--- config.mk ---
export PLATFORM = sky130hd
export DESIGN_NAME = amp_pwr_ctrl_flat
export DESIGN_NICKNAME = d
export VERILOG_FILES = /design/src/rtl/amp_pwr_if.sv /design/src/rtl/amp_pwr_ctrl.sv /design/src/flat_wrapper.sv
export SDC_FILE = /design/constraint.sdc
export NUM_CORES = 1
export LEC_CHECK = 0
export ABC_AREA = 1
export CORE_ASPECT_RATIO = 2
export CORE_UTILIZATION = 40
export DETAILED_ROUTE_END_ITERATION = 10
export DONT_BUFFER_PORTS = 1
export SLEW_MARGIN = 10
export SYNTH_ARGS = -nofsm -noshare
export SYNTH_HDL_FRONTEND = slang
export SYNTH_SLANG_ARGS = --single-unit
--- constraint.sdc ---
create_clock -name clk -period 2.86 [get_ports clk]
set_input_delay 0.286 -clock clk [delete_from_list [all_inputs] [get_ports clk]]
set_output_delay 0.286 -clock clk [all_outputs]
set_load 0.01 [all_outputs]
--- src/rtl/amp_pwr_if.sv ---
// Control and status bundle between the class-D amplifier power sequencer and
// the surrounding I2S / fault / host logic.
interface amp_pwr_if;
    logic       Flt_n;
    logic       vld;
    logic       clr_lockout;
    logic       sht_dwn;
    logic       aud_en;
    logic       lockout;
    logic [1:0] retry_cnt;

    modport master (
        output Flt_n, vld, clr_lockout,
        input  sht_dwn, aud_en, lockout, retry_cnt
    );

    modport slave (
        input  Flt_n, vld, clr_lockout,
        output sht_dwn, aud_en, lockout, retry_cnt
    );
endinterface

--- src/rtl/amp_pwr_ctrl.sv ---
// Power/fault sequencer for the class-D amp: shutdown hold, sample-aligned
// unmute, filtered fault detection with timed retry and lockout.
module amp_pwr_ctrl #(
    parameter int HOLD_CYC       = 250000,
    parameter int RETRY_WAIT_CYC = 2500000,
    parameter int FLT_FILT       = 4,
    parameter int MAX_RETRY      = 3
) (
    input  logic     clk,
    input  logic     rst_n,
    amp_pwr_if.slave bus
);

    localparam int CNT_MAX = (HOLD_CYC > RETRY_WAIT_CYC) ? HOLD_CYC : RETRY_WAIT_CYC;
    localparam int CNT_W   = $clog2(CNT_MAX + 1);

    localparam logic [CNT_W-1:0] HOLD_LAST  = CNT_W'(HOLD_CYC - 1);
    localparam logic [CNT_W-1:0] RETRY_LAST = CNT_W'(RETRY_WAIT_CYC - 1);
    localparam logic [CNT_W-1:0] CNT_TOP    = '1;
    localparam logic [3:0]       FLT_LIM    = 4'(FLT_FILT);
    localparam logic [1:0]       RETRY_LIM  = 2'(MAX_RETRY);

    typedef enum logic [2:0] {SHUT, WAKE, RUN, FAULT, LOCK} state_t;

    state_t           state, state_nxt;
    logic [CNT_W-1:0] cnt, cnt_nxt;
    logic [1:0]       retry, retry_nxt, retry_inc;
    logic [3:0]       flt_cnt;
    logic             flt_n_p0, flt_n_p1;
    logic             det_en;
    logic             fault;
    logic             sht_dwn_q, aud_en_q, lockout_q;

    assign det_en = (state == WAKE) || (state == RUN);
    assign fault  = det_en && (flt_cnt >= FLT_LIM);

    // stage p0/p1: two-flop synchronizer for the asynchronous fault pin
    always_ff @(posedge clk) begin
        if (!rst_n) begin
            flt_n_p0 <= 1'b1;
            flt_n_p1 <= 1'b1;
        end else begin
            flt_n_p0 <= bus.Flt_n;
            flt_n_p1 <= flt_n_p0;
        end
    end

    // filter: consecutive synced-low cycles, only counted while the amp is live
    always_ff @(posedge clk) begin
        if (!rst_n) begin
            flt_cnt <= 4'd0;
        end else if (det_en && !flt_n_p1) begin
            flt_cnt <= (flt_cnt == 4'hF) ? flt_cnt : flt_cnt + 4'd1;
        end else begin
            flt_cnt <= 4'd0;
        end
    end

    always_comb begin
        state_nxt = state;
        retry_nxt = retry;
        retry_inc = (retry == 2'd3) ? retry : retry + 2'd1;
        cnt_nxt   = (cnt == CNT_TOP) ? cnt : cnt + 1'b1;

        case (state)
            SHUT:  if (cnt == HOLD_LAST) state_nxt = WAKE;
            WAKE:  if (bus.vld) state_nxt = RUN;
            RUN: begin
                // clean-run window elapsed: forget earlier faults, park the timer
                if (cnt == RETRY_LAST) begin
                    retry_nxt = 2'd0;
                    cnt_nxt   = cnt;
                end
            end
            FAULT: if (cnt == RETRY_LAST) state_nxt = SHUT;
            LOCK: begin
                if (bus.clr_lockout) begin
                    state_nxt = SHUT;
                    retry_nxt = 2'd0;
                end
            end
            default: state_nxt = SHUT;
        endcase

        // fault only qualifies in WAKE/RUN and overrides vld and the clean-run clear
        if (fault) begin
            retry_nxt = retry_inc;
            state_nxt = (retry_inc == RETRY_LIM) ? LOCK : FAULT;
        end

        if (state_nxt != state) cnt_nxt = '0;
    end

    always_ff @(posedge clk) begin
        if (!rst_n) begin
            state     <= SHUT;
            cnt       <= '0;
            retry     <= 2'd0;
            sht_dwn_q <= 1'b1;
            aud_en_q  <= 1'b0;
            lockout_q <= 1'b0;
        end else begin
            state     <= state_nxt;
            cnt       <= cnt_nxt;
            retry     <= retry_nxt;
            sht_dwn_q <= (state_nxt == SHUT) || (state_nxt == FAULT) || (state_nxt == LOCK);
            aud_en_q  <= (state_nxt == RUN);
            lockout_q <= (state_nxt == LOCK);
        end
    end

    assign bus.sht_dwn   = sht_dwn_q;
    assign bus.aud_en    = aud_en_q;
    assign bus.lockout   = lockout_q;
    assign bus.retry_cnt = retry;

endmodule

--- src/flat_wrapper.sv ---
// flat-port wrapper written by rule: the top's interface ports become plain ports
module amp_pwr_ctrl_flat 
#(
    parameter int HOLD_CYC       = 250000,
    parameter int RETRY_WAIT_CYC = 2500000,
    parameter int FLT_FILT       = 4,
    parameter int MAX_RETRY      = 3
)
  (clk, rst_n, bus_Flt_n, bus_vld, bus_clr_lockout, bus_sht_dwn, bus_aud_en, bus_lockout, bus_retry_cnt);
  amp_pwr_if bus_i ();
  input  logic clk;
  input  logic rst_n;
  input wire logic [$bits(bus_i.Flt_n)-1:0] bus_Flt_n;
  input wire logic [$bits(bus_i.vld)-1:0] bus_vld;
  input wire logic [$bits(bus_i.clr_lockout)-1:0] bus_clr_lockout;
  output wire logic [$bits(bus_i.sht_dwn)-1:0] bus_sht_dwn;
  output wire logic [$bits(bus_i.aud_en)-1:0] bus_aud_en;
  output wire logic [$bits(bus_i.lockout)-1:0] bus_lockout;
  output wire logic [$bits(bus_i.retry_cnt)-1:0] bus_retry_cnt;
  assign bus_i.Flt_n = bus_Flt_n;
  assign bus_i.vld = bus_vld;
  assign bus_i.clr_lockout = bus_clr_lockout;
  assign bus_sht_dwn = bus_i.sht_dwn;
  assign bus_aud_en = bus_i.aud_en;
  assign bus_lockout = bus_i.lockout;
  assign bus_retry_cnt = bus_i.retry_cnt;
  amp_pwr_ctrl #(.HOLD_CYC(HOLD_CYC), .RETRY_WAIT_CYC(RETRY_WAIT_CYC), .FLT_FILT(FLT_FILT), .MAX_RETRY(MAX_RETRY)) u_core (.clk(clk), .rst_n(rst_n), .bus(bus_i));
endmodule
==> results of run 1 <==
==> kinds of logic after synthesis <==
group / Yosys count / share of synthesized area
AND/OR/NAND/NOR: 193 / 0.457
buffers and inverters: 49 / 0.0961
flip-flops: 36 / 0.311
AO/OA/AOI/OAI: 22 / 0.0540
XOR/XNOR: 19 / 0.0718
adder cells (fa/ha/maj): 2 / 0.0108
==> sequential cells by signal (all words and copies together) (netlist names) <==
name                  flops
u_core.cnt               22
u_core.flt_cnt            4
u_core.state              3
u_core.bus.retry_cnt      2
u_core.bus.aud_en         1
u_core.bus.lockout        1
u_core.bus.sht_dwn        1
u_core.flt_n_p0           1
u_core.flt_n_p1           1
==> final cells by class <==
cell class,instances,share of cell area
Multi-Input combinational cell,236,0.565
Tap cell,60,0.0308
Timing Repair Buffer,1,0.00308
Inverter,43,0.0673
Sequential cell,36,0.296
Clock inverter,2,0.00411
Clock buffer,6,0.0339
==> worst reg2reg max path, cell delays in order, from the launching register on <==
cell,delay (ps)
dfxtp_1,410
ha_1,280
nand3_4,160
nor2_1,140
nand3_1,100
nand2_2,90
nand3_2,60
nand2_2,120
nand2_1,80
nand2_2,80
nor2_4,40
nand2_4,460
nor2_1,100
==> worst paths after layout <==
| kind | to | startpoint | cells past startpoint | slack (ps) |
|---|---|---|---|---|
| setup / recovery | u_core.cnt[12] | u_core.cnt[0] | 12 | 610 |
| hold / removal | u_core.flt_n_p0 | bus_Flt_n | 1 | 90 |
| setup reg to reg | u_core.cnt[12] | u_core.cnt[0] | 12 | 610 |
| hold reg to reg | u_core.flt_n_p1 | u_core.flt_n_p0 | 1 | 420 |
==> placed cells by master (no fill, tap or decap), drive strengths merged <==
cell type  instances
o21ai              8
clkbuf             6
nand3             26
dfxtp             36
nand4             10
a21oi             14
nand2             57
or2                3
ha                 2
clkinv             3
nor2              78
inv               42
nor4               5
buf                1
xor2              17
xnor2              2
nand3b             1
nor3b              1
nor3              12
==> through the flow <==
step	worst slack (ps)	utilization	std cells	hold slack, ps	total power, uW
floorplan	1070	-	321	393	561
finish	610	0.441	384	91.0	929
global placement	683	0.425	376	394	560
detailed placement	584	0.425	376	395	560
global route	370	0.441	384	86.8	957
CTS	576	0.441	384	88.0	938
==> power by group <==
part | total, uW | internal (uW) | switching, uW
Combinational | 36.4 | 11.0 | 25.4
Clock | 381 | 192 | 189
Sequential | 511 | 506 | 5.49
Total | 929 | 709 | 220
==> routing by layer <==
metal  global-route usage  vias to the layer above  routed length [microns]
li1                     -                     1017                        -
met5                    0                        -                        0
met3               0.0353                       26                      167
met2                0.404                       50                     3250
met1                0.172                      913                     1960
met4                0.179                        0                      427
==> flow_summary.yaml, run 1 <==
run_status:
  outcome: "finished, final reports clean"
floorplan:
  io_pins: 10
  rows: 38
  fp.dieH_microns: 110
  core_area_sq_mm: 0.00552
  die_area_sq_mm: 0.00612
  start_util: 0.420
  die_x_microns: 55.8
critical_path:
  critical_path_buf_inv_count: 0
  crit_chain: "ha_1 > nand3_4 > nor2_1 > nand3_1 > nand2_2 > nand3_2 > nand2_2 > nand2_1 > nand2_2 > nor2_4 > nand2_4 > nor2_1"
  cp.arrival_ps: 2410
  cpMostUsedCell: "nand2_2"
  cp.required_ps: 3020
  critical_path_class: "reg -> reg"
  crit_fanout: 22
  crit_family: "simple AND/OR/NAND/NOR gates"
  max_stage_delay_ps: 460
  startpoint_type: "register"
  worst_setup_path_end_kind: "register"
  slowest_stage: "nand2_4"
place:
  dp.final_hpwl_mm: 4.69
  portBuffers: 0
  place.gp.congestion: 0.924
  place_area_sq_mm: 0.00234
cells_and_area:
  synthToLayoutAreaGrowth_pct: 5.02
  drive_above_1_share: 0.170
  multi_input_area_sq_mm: 0.00138
  antenna_cells: 0
  seq_area_sq_um: 721
  fin_nets: 330
  post-route-cell-area_sq_mm: 0.00243
  n_fill_cell: 583
clock_network:
  cts_tree: "done"
  cts_root_buf: "clkbuf_8"
  cts_resized: 0
  clock_latency_ps: 300
  htreeDepth: 2
  cts_max_path_buffers: 2
  cts.sinks: 36
  clk_pin_slew_worst_paths_ps: 70
  holdBufCountCts: 0
  cts-buffers-inserted: 5
  cts_setup_buffers: 0
routing:
  drt_wl_total_mm: 5.80
  ant_nets: 0
  via_per_inst: 5.22
  drc: 0
  drt-wirelength-per-cell_microns: 15.1
  vias: 2006
  drt_iter0_drc: 49
  first_pass_iters: 4
timing:
  worst_pin_slew_ps: 642
  min_period_ps: 2250
  timing.fmax_mhz: 445
  post-route-period-util: 0.787
  timing.final.max_slew_violations: 0
  finalClockSkew_ps: 6.39
  tns_ps: 0
  slew_headroom: 0.572
  finalHoldViolations: 0
  rsz0062_at_grt: "no"
  setup_viol: 0
synthesis:
  post-synth-top-count-cell: "nor2_1"
  yosysSeqAreaShare: 0.311
  synth.largest_area_cell: "dfxtp_1"
  yosys.area.top_type_share: 0.311
  synth-edff-count: 0
  synthCells: 321
  syn-cell-area_sq_mm: 0.00232
  synth-main-ff-cell: "dfxtp_1"
  ys_ff_latch: 36
  async_flop_share: 0
  postSynthAreaPerCell_sq_um: 7.22
  synth_fp_nets: 328
  synthTopCellsByCount: "54 x nor2_1, 50 x nand2_1, 37 x inv_1"
  ys.warnings.count: 0
  synth_cell_types: 32
  synth_area_leaders: "dfxtp_1 31%, nor2_4 10%, nor2_1 8.7%"
worst_hold_path:
  hold_class: "in -> reg"
global_route:
  grt_pass1_vias: 2077
  grt_overflow: 0
  antenna_found_initial: 0
  grt_max_degree: 23
  grt_pass1_wl_mm: 9.36
  track_usage: 0.206
power_and_ir_drop:
  ir_drop_mv: 0.350
  power_density_mw_per_mm2: 382
  p_leak_uw: 0.000896
flow_run:
  maxCapViolations: 0
Note: power is estimated with default switching activity, not from simulation.
==> inputs of run 2 (changes only) <==
==> constraint.sdc (replaced) <==
create_clock -name clk -period 1.8 [get_ports clk]
set_input_delay 0.18 -clock clk [delete_from_list [all_inputs] [get_ports clk]]
set_output_delay 0.18 -clock clk [all_outputs]
set_load 0.01 [all_outputs]
==> run 2 against run 1 <==
  * Die area did not move
  * Register-to-register slack got worse by 600 ps
  * Global-route usage rose by 3.9 points
  * Sequential cell count did not move
  * Wire length rose by 22%
  * Sequential share of layout area fell by 4.9 points
  * Final cell count rose by 13%
  * Core utilization rose by 9.9 points
  * Total power rose by 68%
  * Clock skew barely moved
  * Fmax rose by 26%
  * Critical path type unchanged
  * Largest power group unchanged
==> flow_summary.yaml, run 2 (synthesis gave the netlist of run 1 again) <==
timing:
  worst_pin_slew_ps: 396
  finalClockSkew_ps: 6.64
  finalHoldViolations: 0
  timing.final.max_slew_violations: 0
  post-route-period-util: 0.992
  min_period_ps: 1790
  rsz0062_at_grt: "yes"
  tns_ps: 0
  timing.fmax_mhz: 560
  setup_viol: 0
  slew_headroom: 0.734
floorplan:
  io_pins: 10
  start_util: 0.420
  core_area_sq_mm: 0.00552
  fp.dieH_microns: 110
  die_x_microns: 55.8
  die_area_sq_mm: 0.00612
  rows: 38
global_route:
  grt_use_met3: 0.0459
  grt_overflow: 0
  grt_busiest_layer: "met2"
  grt_max_degree: 13
  track_usage: 0.245
  met1_usage: 0.199
  antenna_found_initial: 0
  grt_pass1_wl_mm: 11.0
  met2_usage: 0.500
  grt_pass1_vias: 2238
clock_network:
  cts_tree: "done"
  htreeDepth: 2
  cts.sinks: 36
  cts_max_path_buffers: 2
  clock_latency_ps: 300
  clk_pin_slew_worst_paths_ps: 70
  cts_root_buf: "clkbuf_8"
  cts-buffers-inserted: 5
worst_hold_path:
  hold-path-cell-count: 3
  hold_class: "in -> reg"
cells_and_area:
  largest_reg_flops: 22
  drive_above_1_share: 0.360
  fin_nets: 379
  layout_commonest_cell: "nand2_1"
  multi_input_area_sq_mm: 0.00147
  synthToLayoutAreaGrowth_pct: 28.5
  final_cell_mix: "49 x nand2_1, 47 x nor2_1, 44 x buf_4, 34 x inv_1, 25 x nor2_4"
  fin_cells: 432
  n_fill_cell: 543
  largest_registers: "u_core.cnt (22), u_core.flt_cnt (4), u_core.state (3)"
  top_register: "u_core.cnt"
  antenna_cells: 0
  seq_area_sq_um: 736
power_and_ir_drop:
  power_density_mw_per_mm2: 522
  ir_drop_mv: 0.702
  p_leak_uw: 0.00117
critical_path:
  crit_chain: "inv_1 > nor2_1 > nand4_1 > nor2_1 > nor2_1 > nand3_2 > nand2_2 > nand2_1 > nand2_1 > nand2_4 > clkbuf_16 > nor2_4"
  r2r_cells: 12
  critical_path_buf_inv_count: 2
  cp.arrival_ps: 1980
  worst_setup_path_end_kind: "register"
  crit_fanout: 6
  slowest_stage: "dfxtp_1"
  cp.required_ps: 1990
  critical_path_class: "reg -> reg"
  crit_family: "simple AND/OR/NAND/NOR gates"
  startpoint_type: "register"
  cpMostUsedCell: "nor2_1"
  cp.depth: 12
  max_stage_delay_ps: 390
flow_run:
  maxCapViolations: 0
routing:
  first_pass_iters: 4
  drc: 0
  ant_nets: 0
  drt_wl_total_mm: 7.10
  vias: 2239
  via_per_inst: 5.18
  drt-wirelength-per-cell_microns: 16.4
  drt_iter0_drc: 76
place:
  portBuffers: 0
  dp.final_hpwl_mm: 5.72
  placedCellCount: 418
  place.gp.congestion: 1.07
run_status:
  outcome: "finished, final reports clean"
[run 2: power by group]
group	switching, uW	internal, uW
combinational	54.7	49.3
sequential	7.57	805
clock	299	341
total	361	1200
[run 2: per-stage QoR]
stage	total power, uW	cell area (sq um)	util	setup slack (ps)	hold WS, ps
after detailed placement	911	2680	0.486	-21.2	290
after global routing	1600	2980	0.540	-91.3	157
after CTS	1560	2800	0.508	4.54	141
after floorplan	891	2320	-	10.3	287
after global placement	909	2680	0.486	-5.54	288
final	1560	2980	0.540	13.6	138
[run 2: timing repair]
| item | in CTS | in global routing |
|---|---|---|
| pin swaps | 1 | 8 |
| endpoints found under the hold margin | 1 | 0 |
| buffers inserted | 0 | 4 |
| hold buffers | 1 | 0 |
| resized for setup | 4 | 34 |
| setup endpoints to repair | 16 | 22 |
| cloned | 0 | 2 |
[run 2: worst reg2reg max path, cell delays in order, from the launching register on]
cell       delay (ps)
dfxtp_1           390
inv_1              70
nor2_1            230
nand4_1           160
nor2_1            110
nor2_1             60
nand3_2            90
nand2_2            60
nand2_1            60
nand2_1            80
nand2_4           140
clkbuf_16         200
nor2_4             40
[run 2: layout make-up]
type | count | share of cell area
Multi-Input combinational cell | 236 | 0.492
Sequential cell | 36 | 0.247
Timing Repair Buffer | 50 | 0.148
Inverter | 43 | 0.0550
Clock buffer | 7 | 0.0323
Tap cell | 60 | 0.0252
[run 2: layer usage]
layer	wire length [microns]	share of wire
met5	0	0
met4	539	0.076
met1	2270	0.32
met2	4080	0.57
met3	204	0.029
[run 2: worst paths after layout]
check | start | end | slack (ps)
worst max register to register | u_core.cnt[7] | u_core.cnt[1] | 10
worst min register to register | u_core.flt_n_p0 | u_core.flt_n_p1 | 420
worst min-delay path | bus_clr_lockout | u_core.state[2] | 140
worst max-delay path | u_core.cnt[7] | u_core.cnt[1] | 10
